===== config.mk =====
export PLATFORM = sky130hd
export DESIGN_NAME = laser_burst_ctrl
export DESIGN_NICKNAME = d
export VERILOG_FILES = /design/src/rtl/laser_burst_ctrl.sv
export SDC_FILE = /design/constraint.sdc
export NUM_CORES = 1
export LEC_CHECK = 0
export ABC_AREA = 0
export ABC_CLOCK_PERIOD_IN_PS = 2400
export CORE_MARGIN = 3
export CORE_UTILIZATION = 51
export CTS_CLUSTER_DIAMETER = 60
export CTS_CLUSTER_SIZE = 12
export DETAILED_ROUTE_END_ITERATION = 8
export GPL_ROUTABILITY_DRIVEN = 0
export PLACE_DENSITY_LB_ADDON = 0.3
export SETUP_SLACK_MARGIN = 0.5
export SKIP_CTS_REPAIR_TIMING = 1
export SLEW_MARGIN = 15
export SYNTH_ARGS = -nofsm -noshare
export SYNTH_HDL_FRONTEND = slang
export SYNTH_SLANG_ARGS = --single-unit

===== constraint.sdc =====
create_clock -name Clk -period 2.4 [get_ports Clk]
set_input_delay 0.6 -clock Clk [delete_from_list [all_inputs] [get_ports Clk]]
set_output_delay 0.6 -clock Clk [all_outputs]
set_load 0.01 [all_outputs]

===== src/rtl/laser_burst_ctrl.sv =====
// Burst laser pulse controller: NPulses pulses of OnTime cycles separated by OffTime gaps, then a cooldown lockout.
// Optional macro LASER_INTERLOCK_EN adds the Interlock input and the sticky Fault output.
module laser_burst_ctrl #(
    parameter int NBits      = 8,
    parameter int NPulseBits = 4,
    parameter int COOLDOWN   = 32
) (
    input  logic                  Clk,
    input  logic                  Rst,
    input  logic                  B,
    input  logic                  Abort,
    input  logic [NBits-1:0]      OnTime,
    input  logic [NBits-1:0]      OffTime,
    input  logic [NPulseBits-1:0] NPulses,
`ifdef LASER_INTERLOCK_EN
    input  logic                  Interlock,
    output logic                  Fault,
`endif
    output logic                  X,
    output logic                  Busy,
    output logic                  Done,
    output logic [NPulseBits-1:0] PulseCnt
);

    typedef enum logic [1:0] {
        ST_IDLE = 2'd0,
        ST_ON   = 2'd1,
        ST_OFF  = 2'd2,
        ST_COOL = 2'd3
    } state_t;

    localparam logic [NBits-1:0]      T_ZERO    = {NBits{1'b0}};
    localparam logic [NBits-1:0]      T_ONE     = {{(NBits-1){1'b0}}, 1'b1};
    localparam logic [NBits-1:0]      COOL_LOAD = NBits'(COOLDOWN - 1);
    localparam logic [NPulseBits-1:0] P_ZERO    = {NPulseBits{1'b0}};
    localparam logic [NPulseBits-1:0] P_ONE     = {{(NPulseBits-1){1'b0}}, 1'b1};

    state_t                  state_r, state_s;
    logic [NBits-1:0]        timer_r, timer_s;
    logic [NBits-1:0]        on_r, on_s;
    logic [NBits-1:0]        off_r, off_s;
    logic [NPulseBits-1:0]   np_r, np_s;
    logic [NPulseBits-1:0]   pcnt_r, pcnt_s;
    logic                    aborted_r, aborted_s;
    logic                    done_r, done_s;
    logic                    x_r;
    logic                    busy_r;
    logic                    b_q_r;

    logic                    safe_s;
    logic                    stop_s;
    logic                    start_s;
    logic                    ops_valid_s;
    logic [NBits-1:0]        off_eff_s;
    logic [NPulseBits-1:0]   pcnt_inc_s;
    logic                    last_s;

`ifdef LASER_INTERLOCK_EN
    logic                    fault_r;
    assign safe_s = Interlock;
`else
    assign safe_s = 1'b1;
`endif

    // A dropped interlock behaves exactly like Abort and also blocks starts.
    assign stop_s      = Abort | ~safe_s;
    assign start_s     = B & ~b_q_r;
    assign ops_valid_s = (OnTime != T_ZERO) && (NPulses != P_ZERO);
    assign off_eff_s   = (OffTime == T_ZERO) ? T_ONE : OffTime;
    assign pcnt_inc_s  = (pcnt_r < np_r) ? (pcnt_r + P_ONE) : pcnt_r;
    assign last_s      = (pcnt_inc_s == np_r);

    // Next-state and datapath update for the burst sequencer
    always_comb begin
        state_s   = state_r;
        timer_s   = timer_r;
        on_s      = on_r;
        off_s     = off_r;
        np_s      = np_r;
        pcnt_s    = pcnt_r;
        aborted_s = aborted_r;
        done_s    = 1'b0;
        case (state_r)
            ST_IDLE: begin
                if (start_s && !stop_s && ops_valid_s) begin
                    state_s   = ST_ON;
                    timer_s   = OnTime - T_ONE;
                    on_s      = OnTime;
                    off_s     = off_eff_s;
                    np_s      = NPulses;
                    pcnt_s    = P_ZERO;
                    aborted_s = 1'b0;
                end else begin
                    state_s = ST_IDLE;
                end
            end
            ST_ON: begin
                if (stop_s) begin
                    state_s   = ST_COOL;
                    timer_s   = COOL_LOAD;
                    aborted_s = 1'b1;
                end else if (timer_r == T_ZERO) begin
                    pcnt_s = pcnt_inc_s;
                    if (last_s) begin
                        state_s = ST_COOL;
                        timer_s = COOL_LOAD;
                    end else begin
                        state_s = ST_OFF;
                        timer_s = off_r - T_ONE;
                    end
                end else begin
                    timer_s = timer_r - T_ONE;
                end
            end
            ST_OFF: begin
                if (stop_s) begin
                    state_s   = ST_COOL;
                    timer_s   = COOL_LOAD;
                    aborted_s = 1'b1;
                end else if (timer_r == T_ZERO) begin
                    state_s = ST_ON;
                    timer_s = on_r - T_ONE;
                end else begin
                    timer_s = timer_r - T_ONE;
                end
            end
            ST_COOL: begin
                // Cooldown ignores Abort so the lockout can never be shortened.
                if (timer_r == T_ZERO) begin
                    state_s = ST_IDLE;
                    done_s  = ~aborted_r;
                end else begin
                    timer_s = timer_r - T_ONE;
                end
            end
            default: begin
                state_s = ST_IDLE;
                timer_s = T_ZERO;
            end
        endcase
    end

    // State, datapath and registered Moore outputs
    always_ff @(posedge Clk) begin
        if (Rst) begin
            state_r   <= ST_IDLE;
            timer_r   <= T_ZERO;
            on_r      <= T_ZERO;
            off_r     <= T_ZERO;
            np_r      <= P_ZERO;
            pcnt_r    <= P_ZERO;
            aborted_r <= 1'b0;
            done_r    <= 1'b0;
            x_r       <= 1'b0;
            busy_r    <= 1'b0;
            b_q_r     <= 1'b1;
        end else begin
            state_r   <= state_s;
            timer_r   <= timer_s;
            on_r      <= on_s;
            off_r     <= off_s;
            np_r      <= np_s;
            pcnt_r    <= pcnt_s;
            aborted_r <= aborted_s;
            done_r    <= done_s;
            x_r       <= (state_s == ST_ON);
            busy_r    <= (state_s != ST_IDLE);
            b_q_r     <= B;
        end
    end

`ifdef LASER_INTERLOCK_EN
    // Sticky fault: interlock lost while a burst or cooldown was in progress
    always_ff @(posedge Clk) begin
        if (Rst) begin
            fault_r <= 1'b0;
        end else begin
            fault_r <= fault_r | (busy_r & ~Interlock);
        end
    end

    assign Fault = fault_r;
    assign X     = x_r & Interlock;
`else
    assign X     = x_r;
`endif

    assign Busy     = busy_r;
    assign Done     = done_r;
    assign PulseCnt = pcnt_r;

endmodule


Yosys cells after proc, flatten, opt, wreduce, memory -nomap -nowiden

Index checks and enable logic that the tools add are counted.

Output and inout bits: 7
Flip-flop bits (word level): 39

Muxes and demuxes: 25
Reductions and logical operators: 18
Equality and inequality tests: 10
Magnitude comparators: 1
Bitwise operators: 5
Add/sub/neg operators: 5

Operators with widths:

| kind                  | count |
|---|---|
| $mux W8               | 8 |
| $pmux W8 S4           | 1 |
| $sub A8 B1 Y8 const B | 4 |
| $logic_not A8 Y1      | 2 |
| $mux W4               | 4 |
| $mux W2               | 5 |
| $ne A2 B2 Y1 const B  | 4 |
| $pmux W2 S4           | 1 |
| $pmux W4 S2           | 1 |
| $reduce_bool A8 Y1    | 1 |
| $reduce_bool A2 Y1    | 3 |
| $add A4 B1 Y4 const B | 1 |
| $eq A2 B1 Y1 const B  | 2 |
| $eq A2 B2 Y1 const B  | 2 |
| $eq A4 B4 Y1          | 1 |
| $lt A4 B4 Y1          | 1 |
| $mux W1               | 4 |
| $not A1 Y1            | 4 |
| $reduce_and A2 Y1     | 2 |
| $reduce_and A4 Y1     | 1 |
| $reduce_bool A4 Y1    | 1 |
| $logic_and A1 B1 Y1   | 3 |
| $reduce_and A3 Y1     | 1 |
| $reduce_or A3 Y1      | 1 |
| other kinds (6)       | 6 |

Longest topological paths before layout

Word-level depth: 8
Depth in mapped cells: 10

Worst setup path before layout

OpenSTA, ideal clock, no wires.

Path type: input-to-reg
From: input port OnTime[0]
To: register timer_r[2]
Setup time: 0.079 ns
Arrival time: 2.480 ns
Setup slack: -0.160 ns
Stages on the path: 8
Required time: 2.321 ns
Buffers on the path: 0
Path through: inv_1 -> ha_1 -> or3b_4 -> or4b_4 -> a21oi_4 -> nor2_2 -> a311o_1 -> a211oi_2

Word-level cells in the longest chain between the ends: 5
Elaborated cells on any way between the ends: 8

Ends and longest elaborated chain:

| element                                               | RTL line | source |
|---|---|---|
| start: declaration                                    | 12       | `input logic [NBits-1:0] OnTime,` |
| branches (longest 5 deep; another with $sub A8 B1 Y8) | -        |  |
| end signal: assignment                                | 159      | `timer_r <= timer_s;` |
| end: declaration                                      | 39       | `logic [NBits-1:0] timer_r, timer_s;` |

Parallel ways; which one is timed is not known. The select of a mux whose other input is x is not followed.
A chain may end at the register's enable or synchronous reset.

Worst setup path after layout

From: input port NPulses[3]
To: register pcnt_r[2] (netlist: PulseCnt[2])

Word-level cells in the longest chain between the ends: 5

Ends and longest elaborated chain:

| element                     | RTL line | source |
|---|---|---|
| start: declaration          | 14       | `input logic [NPulseBits-1:0] NPulses,` |
| $reduce_bool A4 Y1          | 68       | `assign ops_valid_s = (OnTime != T_ZERO) && (NPulses != P_ZERO);` |
| $logic_and A1 B1 Y1         | 68       |  |
| $logic_and A1 B1 Y1         | 85       | `if (start_s && !stop_s && ops_valid_s) begin` |
| $ne A2 B2 Y1 (no line)      | -        |  |
| $reduce_and A4 Y1 (no line) | -        |  |
| end signal: assignment      | 163      | `pcnt_r <= pcnt_s;` |
| end: declaration            | 43       | `logic [NPulseBits-1:0] pcnt_r, pcnt_s;` |

Every way passes these cells.

==> results.toml <==
[outcome]
status = "finished, violations left"
violations = "setup timing"

[critical_path]
r2r_cells = 8
r2r_end = "timer_r[4]"
path_buf_inv = 3
cp.arrival_ns = 2.77
crit_slowest_cell = "nor4_1"
crit_family = "simple AND/OR/NAND/NOR gates"
critPathLaunchType = "input port"
cp_max_fo = 4
cp_cell_sequence = "clkdlybuf4s50_1 -> nor4_1 -> nor4b_4 -> buf_4 -> a21oi_4 -> buf_6 -> nor4_1 -> nand3b_1 -> a21oi_1"
critical_path_class = "input port to flop"
cpMostUsedCell = "nor4_1"
worst_ep_required_time_ns = 2.63
cp-end-kind = "flop"
r2r_start = "np_r[1]"
slowest_delay_ns = 0.54
reg2reg_slack_ns = 0.03

[cts]
clock_sinks = 39
cts_buffers = 5
clock_latency_ns = 0.31
cts_root_buf = "clkbuf_8"
cts_max_level = 2
cts_tree = "built"
clk_pin_slew_ns = 0.09
cts_buffer_depth = 2

[placed_design]
hpwl_um = 6331
placed_area_um2 = 3478
port_buffers = 30
post-place-ws_ns = -0.8098
placed_cells = 482

[detailed_routing]
wl_um = 9091
route.vias.total = 3222
ant_nets = 0
firstDrtPassIters = 6
drcViolationCount = 0
first_iter_violations = 545
vias_per_cell = 6.406
avgRoutedWirePerCell_um = 18.07

[yosys]
synth_edf_count = 0
syn_nets = 392
synth_cell_types = 58
synthFlopType = "dfxtp_1"
synthTopCellsByArea = "dfxtp_1 28%, ha_1 5.4%, mux2i_1 5.4%, a21oi_1 5.2%, nor2_1 5.0%"
synth_most_common_cell = "dfxtp_1"
synth.top_cells.by_count = "39 x dfxtp_1, 37 x nor2_1, 29 x a21oi_1, 27 x nand2_1, 19 x o21ai_0"
syn_area_um2 = 2798
yosys_warnings = 0
async_reset_ff_share_pct = 0
ys_seq_elements = 39
synth_top_area_cell = "dfxtp_1"
yosysSeqAreaShare_pct = 27.91
avgSynthCellArea_um2 = 7.859
syn_inst = 356
synth_top_area_share_pct = 27.91

[sta]
slew_viol_final = 0
hold_violations = 0
finClkSkew_ns = 0.006683
period_minus_slack_ns = 2.535
rsz0062_at_grt = "true"
fin_crit_sh_pct = 105.6
max_slew.worst_pin.slew_ns = 0.6384
fin_setup_tns_ns = -0.3871
fmax_mhz = 394.5
setup_violations = 6
fin_ws_ns = -0.1346
slew_headroom_pct = 57.05

[floorplan]
initial_core_util_pct = 53.75
die_w_um = 80.07
die_area_um2 = 6410
rows = 26
die_height_um = 80.07
io_pins = 31
core_area_um2 = 5205

[power]
p_per_area_nw_per_um2 = 442.0
peakVddDrop_v = 0.0004064
finalPower_w = 0.001693
switching_share_pct = 33.84
p_sw_w = 0.0005728
pwr-share-comb_pct = 31.4
p_int_w = 0.001120
power.share.sequential_pct = 40.7
pwr-share-clk_pct = 27.9
leakagePower_nw = 1.607

[worst_hold_path]
holdCritStartpoint = "aborted_r"
hold_depth = 1
worstHoldPathType = "flop to flop"
whs_endpoint = "Done"

[global_routing]
grtUsageTotal_pct = 26.50
grt_max_degree = 20
grt_pass1_wl_um = 13270
antenna_found_initial = 0
grt_pass1_vias = 2758
grt-ovfl-total = 0

[layout]
fin_nets = 468
num_antenna_cells = 0
final_cell_area_um2 = 3830
stdcell_count = 503
drive_gt1_share_pct = 21.48
area_growth_syn_to_layout_pct = 36.90

[job]
cap_viol_max_count = 0
-- cells in the final DEF, fill, tap and decap left out, types with 9 or more instances in the layout --
| master | n |
|---|---|
| nand3_1 | 11 |
| nor2_1 | 36 |
| nand2_1 | 27 |
| a211oi_1 | 10 |
| a21oi_1 | 26 |
| dfxtp_1 | 37 |
| o21ai_0 | 17 |
| buf_4 | 46 |
| xor2_1 | 9 |
| nor3_1 | 14 |
| mux2i_1 | 14 |
| inv_1 | 15 |
| ha_1 | 10 |
| clkdlybuf4s50_1 | 23 |
| xnor2_1 | 15 |
-- metal layers --
layer / wire [um] / track usage [%]
met2: 4161 / 42.38
met3: 1007 / 4.933
met5: 0 / 0
met4: 406 / 10.98
met1: 3515 / 34.87
-- per-stage QoR --
stage | hold WS (ns) | utilization [%]
floorplan | 0.3943 | -
global placement | 0.4043 | 66.83
detailed placement | 0.4033 | 66.83
CTS | 0.4176 | 68.53
global route | 0.4430 | 73.58
finish | 0.4150 | 73.58
-- power groups by stage --
stage	clock (W)	combinational, W	sequential [W]
6_report	0.000472	0.000532	0.000689
5_1_grt	0.000493	0.000566	0.000690
4_1_cts	0.000464	0.000463	0.000686
3_5_place_dp	0	0.000460	0.000701
3_3_place_gp	0	0.000453	0.000700
2_1_floorplan	0	0.000263	0.000696
-- registers in the layout, indices dropped and copies added (netlist names) --
name	cells
timer_r	8
X	1
state_r	2
off_r	8
np_r	4
PulseCnt	4
aborted_r	1
b_q_r	1
Busy	1
on_r	8
Done	1
-- layout make-up --
cell class / count / area (um^2)
Multi-Input combinational cell: 283 / 1979
Fill cell: 378 / 1375
Timing Repair Buffer: 84 / 802.0
Sequential cell: 39 / 783.3
Inverter: 19 / 88.84
Tap cell: 70 / 87.58
Clock buffer: 5 / 68.82
Clock inverter: 3 / 20.02
-- kinds of logic after synthesis --
logic type	synth area share, %
DFF	27.91
buffers and inverters	4.785
adders and majority gates	5.367
AOI/OAI and AO/OA	23.97
and+or+nand+nor	24.69
xor gates and xnor gates	7.514
muxes	5.769
-- how the worst max path moves through the flow --
stage	from	end	slack (ns)	cells past startpoint
final	NPulses[3]	PulseCnt[2]	-0.13	9
after global routing	NPulses[1]	PulseCnt[2]	-0.21	9
after CTS	OnTime[0]	timer_r[2]	-0.50	9
after detailed placement	OnTime[0]	timer_r[2]	-0.81	9
after global placement	OnTime[0]	timer_r[2]	-0.72	9
after floorplan	OnTime[0]	timer_r[2]	-0.07	8
-- worst register-to-register path: stages, from the launching register on --
cell and delay [ns]:
dfxtp_1 0.34, inv_1 0.07, ha_1 0.32, a2111o_1 0.44
a22oi_1 0.19, nor2_1 0.10, buf_4 0.17, a2111oi_1 0.48
a211oi_2 0.14
No activity file was read; power rests on OpenSTA's default activity.
